===== src/rtl/sync_fifo.sv =====
// Single-clock FIFO with binary wrap-bit pointers, exact fill level, threshold flags
// and sticky error flags; FWFT selects combinational head or registered read.
module sync_fifo #(
    parameter int FIFO_DATW  = 8,
    parameter int FIFO_DEPTH = 32,
    parameter int FIFO_CNTW  = 5,
    parameter int FWFT       = 0
) (
    input  logic                 clk,
    input  logic                 rst_async_n,
    input  logic                 rst_sync,
    input  logic                 we,
    input  logic [FIFO_DATW-1:0] din,
    input  logic                 re,
    input  logic [FIFO_CNTW:0]   aempty_val,
    input  logic [FIFO_CNTW:0]   afull_val,
    input  logic                 clr_err,
    output logic [FIFO_DATW-1:0] dout,
    output logic                 rvalid,
    output logic                 empty,
    output logic                 full,
    output logic                 aempty,
    output logic                 afull,
    output logic [FIFO_CNTW:0]   level,
    output logic                 overf,
    output logic                 underf
);

    localparam logic [FIFO_CNTW:0] DEPTH_L = (FIFO_CNTW+1)'(FIFO_DEPTH);
    localparam logic [FIFO_CNTW:0] PTR_ONE = (FIFO_CNTW+1)'(1);

    logic [FIFO_DATW-1:0] mem [0:FIFO_DEPTH-1];

    logic [FIFO_CNTW:0] wbin_reg;
    logic [FIFO_CNTW:0] rbin_reg;
    logic               overf_reg;
    logic               underf_reg;
    logic               wena;
    logic               rena;
    logic [FIFO_CNTW-1:0] waddr;
    logic [FIFO_CNTW-1:0] raddr;

    // The wrap bit makes the modular difference exact, 0..FIFO_DEPTH.
    assign level  = wbin_reg - rbin_reg;
    assign empty  = (level == '0);
    assign full   = (level == DEPTH_L);
    assign aempty = (level <= aempty_val);
    assign afull  = (level >= afull_val);
    assign overf  = overf_reg;
    assign underf = underf_reg;

    assign wena  = we & ~full;
    assign rena  = re & ~empty;
    assign waddr = wbin_reg[FIFO_CNTW-1:0];
    assign raddr = rbin_reg[FIFO_CNTW-1:0];

    always_ff @(posedge clk or negedge rst_async_n) begin
        if (!rst_async_n) begin
            wbin_reg   <= '0;
            rbin_reg   <= '0;
            overf_reg  <= 1'b0;
            underf_reg <= 1'b0;
        end else if (rst_sync) begin
            wbin_reg   <= '0;
            rbin_reg   <= '0;
            overf_reg  <= 1'b0;
            underf_reg <= 1'b0;
        end else begin
            if (wena) wbin_reg <= wbin_reg + PTR_ONE;
            if (rena) rbin_reg <= rbin_reg + PTR_ONE;
            // A new error in the same cycle as clr_err keeps the flag set.
            overf_reg  <= (we & full)  | (overf_reg  & ~clr_err);
            underf_reg <= (re & empty) | (underf_reg & ~clr_err);
        end
    end

    always_ff @(posedge clk) begin
        if (wena) mem[waddr] <= din;
    end

    generate
        if (FWFT != 0) begin : g_fwft
            assign dout   = mem[raddr];
            assign rvalid = ~empty;
        end else begin : g_reg_read
            logic [FIFO_DATW-1:0] dout_reg;
            logic                 rvalid_reg;

            always_ff @(posedge clk or negedge rst_async_n) begin
                if (!rst_async_n) begin
                    dout_reg   <= '0;
                    rvalid_reg <= 1'b0;
                end else if (rst_sync) begin
                    dout_reg   <= '0;
                    rvalid_reg <= 1'b0;
                end else begin
                    rvalid_reg <= rena;
                    if (rena) dout_reg <= mem[raddr];
                end
            end

            assign dout   = dout_reg;
            assign rvalid = rvalid_reg;
        end
    endgenerate

endmodule


===== config.mk =====
export PLATFORM = sky130hd
export DESIGN_NAME = sync_fifo
export DESIGN_NICKNAME = d
export VERILOG_FILES = /design/src/rtl/sync_fifo.sv
export SDC_FILE = /design/constraint.sdc
export NUM_CORES = 1
export LEC_CHECK = 0
export ABC_AREA = 0
export CAP_MARGIN = 20
export CORE_UTILIZATION = 52
export CTS_CLUSTER_DIAMETER = 200
export DETAILED_ROUTE_END_ITERATION = 10
export GPL_TIMING_DRIVEN = 0
export PLACE_DENSITY = 0.74
export SLEW_MARGIN = 10
export SYNTH_ARGS = -nofsm -noshare
export SYNTH_HDL_FRONTEND = slang
export SYNTH_SLANG_ARGS = --single-unit

===== constraint.sdc =====
create_clock -name clk -period 5.15 [get_ports clk]
set_input_delay 0.7725 -clock clk [delete_from_list [all_inputs] [get_ports clk]]
set_output_delay 0.7725 -clock clk [all_outputs]
set_load 0.05 [all_outputs]

==> qor.csv <==
metric,value,unit
p_int,4.46,mW
clockRootBuffer,clkbuf_16,
dpl.cell_count,1019,
power.static_leakage,4.48,nW
grt_pass1_vias,6561,
dr_total_vias,6451,
multi_input_area,0.00320,sq mm
p_sw,2.22,mW
nFillCells,1557,
crit_start,rbin_reg[1]$_DFFE_PN0P_,
worstPathMaxFanout,10,
synthesis.nets,738,
ys_seq_area_share,70.4,%
wl_per_cell,23.4,um
critical_path.top_delay_family,buffers and inverters,
ff2ff_setup_slack,0.65,ns
die_y,152,um
synth.ff_latch_count,279,
clock-skew-final,0.0243,ns
fin_crit_sh,95.4,%
hold_violations,0,
largest_register_ffs,256,
p_seq_share,38.9,%
slowest_stage,dfrtp_1,
fin_nets,817,
cts.reportedPaths.clkPinSlew,0.06,ns
htree_levels,1,
final_cells,1070,
synth-compound-area-share,5.88,%
dpl.hpwl,16800,um
cts_tree,built,
hold_class,input port to async pin,
tightest_slew,0.878,ns
ctsHoldBuffers,0,
fmax,0.204,GHz
top_level_ports,47,
worstSetupPathType,flop to output port,
combPwrFrac,34.3,%
crit_chain,buf_2 > clkbuf_4 > inv_1 > ha_1 > or2_1 > o2111a_1 > or2_4 > nor2_1 > inv_1 > ha_1 > nand3_1 > nor2_1 > a21oi_1 > a32o_1 > clkdlybuf4s15_2,
power_density,498,mW/mm^2
crit_path_end_kind,output port,
r2r_cells,10,
coreArea,0.0220,sq mm
final-setup-viol-count,0,
dr.pass1.iters,8,
gp_congestion,0.913,
drtIter0Drc,495,
rows,54,
cts_buffers,27,
max_slew_margin,41.2,%
die_area,0.0232,sq mm
synth_cell_types,52,
period_minus_slack,4.91,ns
synthAdderAreaFrac,2.28,%
ys_async_sr_fraction,8.24,%
drive_gt1_share,16.1,%
seqCellArea,0.00826,sq mm
yosysTopAreaCell,edfxtp_1,
muxShareOfSynthArea,13.6,%
grt_use_total,21.7,%
antenna_left,0,
crit_path_end,aempty,
clk_latency,0.53,ns
ys.flop_type,edfxtp_1,
regToRegStartpoint,rbin_reg[1]$_DFFE_PN0P_,
cap_violations,0,
worst-endpoint-arrival,4.14,ns
synth-edff-count,256,
synthToLayoutAreaGrowth,14.3,%
die_x,152,um
antenna_found_initial,0,
drt_wl_total,25000,um
rsz0062_at_grt,false,
routed_via_density,6.03,
grt_max_degree,33,
grt-ovfl-total,0,
grt_pass1_wl,37900,um
cts_setup_buffers,0,
max_stage_delay,0.49,ns
status,finished with violations,
synth_area,0.0117,sq mm
synth_cells,692,
power,6.68,mW
portBuffers,45,
cp_num_cells,15,
peakVddDrop,277,uV
failed_checks,design-rule violations,
netlist.area_leader.share,65.5,%
initial_core_util,53.5,%
cp_num_buf_inv,5,
tns,0,ns
avgSynthCellArea,17.0,sq um
synth-simple-area-share,4.88,%
yosys_warnings,0,
power_frac_clock,26.8,%
cts_sinks,279,
drc,9,
reg2reg_to,mem[22][4]$_DFFE_PP_,
diodes,0,
clk_path_buf_depth,3,
ys_top_cells_by_area,"edfxtp_1 (65%), mux4_2 (7.3%), mux2i_1 (4.9%), dfrtp_1 (4.9%), ha_1 (2.0%)",
synth_top_family_by_area,multiplexers,
sw_frac_of_total,33.3,%
drv_slew,0,
required,4.38,ns
synth_xor_area_share,0.607,%
cp-start-kind,flop,
-- routing by layer --
layer  GRT usage (%)  vias up  routed length [um]
li1                -     2879                   -
met1            29.2     3237               10300
met2            36.0      294               12300
met3            3.98       41                1910
met4            6.90        0                 549
met5               0        -                   0
-- cells by family (layout without fill, tap and decap cells) --
logic type               after synthesis  count (layout)
flip-flops                           279             279
AND/OR/NAND/NOR                      120             120
XOR/XNOR                               6               6
multiplexers                         110             110
buffers and inverters                 64             162
adder cells (fa/ha/maj)               21              21
AO/OA/AOI/OAI                         92              92
-- area by class of cell --
| cell class | instances | area share [%] |
|---|---|---|
| flip-flops and latches | 279 | 61.6 |
| clock buffers | 35 | 5.26 |
| plain buffers | 31 | 1.20 |
| inverters | 32 | 0.960 |
| clock inverters | 13 | 0.643 |
| well taps | 280 | 2.61 |
| repair buffers | 51 | 3.94 |
| multi-input cells | 349 | 23.8 |
-- synthesized netlist by cell type (all sizes together), types with 7 or more instances --
cell type,count
a21oi,23
a22oi,18
buf,15
nand2,22
dfrtp,23
edfxtp,256
o21ai,14
a221oi,8
nor2b,8
nand3,18
mux2,14
mux2i,58
a211oi,10
clkbuf,17
ha,19
inv,30
nor3,7
nor2,43
mux4,38
-- power by group through the flow --
stage	combinational [mW]	sequential [mW]	clock, mW
global route	2.43	2.61	1.89
global placement	2.24	2.65	0
floorplan	1.53	2.74	0
finish	2.29	2.60	1.79
detailed placement	2.29	2.65	0
CTS	2.29	2.60	1.81
-- worst min-delay path by stage --
stage | cells after the start | from | end
finish | 1 | rst_async_n | wbin_reg[0]$_DFFE_PN0P_
global route | 1 | rst_async_n | wbin_reg[0]$_DFFE_PN0P_
CTS | 2 | dout[2]$_DFFE_PN0P_ | dout[2]$_DFFE_PN0P_
detailed placement | 2 | dout[2]$_DFFE_PN0P_ | dout[2]$_DFFE_PN0P_
global placement | 2 | underf$_DFF_PN0_ | underf$_DFF_PN0_
floorplan | 0 | rst_async_n | dout[0]$_DFFE_PN0P_
-- cells in the final DEF (no fill, tap or decap), types with 4 or more instances in the layout --
| master | instances |
|---|---|
| o21ai_0 | 11 |
| clkdlybuf4s50_1 | 39 |
| mux4_2 | 38 |
| a21oi_1 | 22 |
| buf_8 | 4 |
| a22oi_1 | 18 |
| nand2_1 | 22 |
| buf_2 | 11 |
| a221oi_1 | 5 |
| a211oi_1 | 10 |
| o31ai_1 | 4 |
| mux2i_1 | 58 |
| or4_1 | 4 |
| buf_4 | 4 |
| nor3_1 | 7 |
| mux2_2 | 14 |
| or3_1 | 5 |
| nor2_1 | 43 |
| nand3_1 | 18 |
| clkbuf_1 | 23 |
| inv_1 | 28 |
| dfrtp_1 | 22 |
| clkinv_1 | 8 |
| nor2b_1 | 8 |
| clkbuf_16 | 27 |
| ha_1 | 19 |
| edfxtp_1 | 256 |
-- timing repair --
action | 4_1_cts | 5_1_grt
pin swaps | 0 | 0
gates resized for setup | 8 | 5
setup endpoints to repair | 5 | 3
-- stage by stage --
step                utilization (%)  setup WS [ns]  area, sq um  hold WS, ns
floorplan                         -          0.429        11700        0.477
global placement               57.1         -0.178        12500        0.540
detailed placement             57.3         -0.220        12600        0.536
CTS                            60.9         0.0866        13400        0.545
global route                   61.1        0.00856        13400        0.508
finish                         61.1          0.239        13400        0.501
Note: power is estimated with default switching activity, not from simulation.
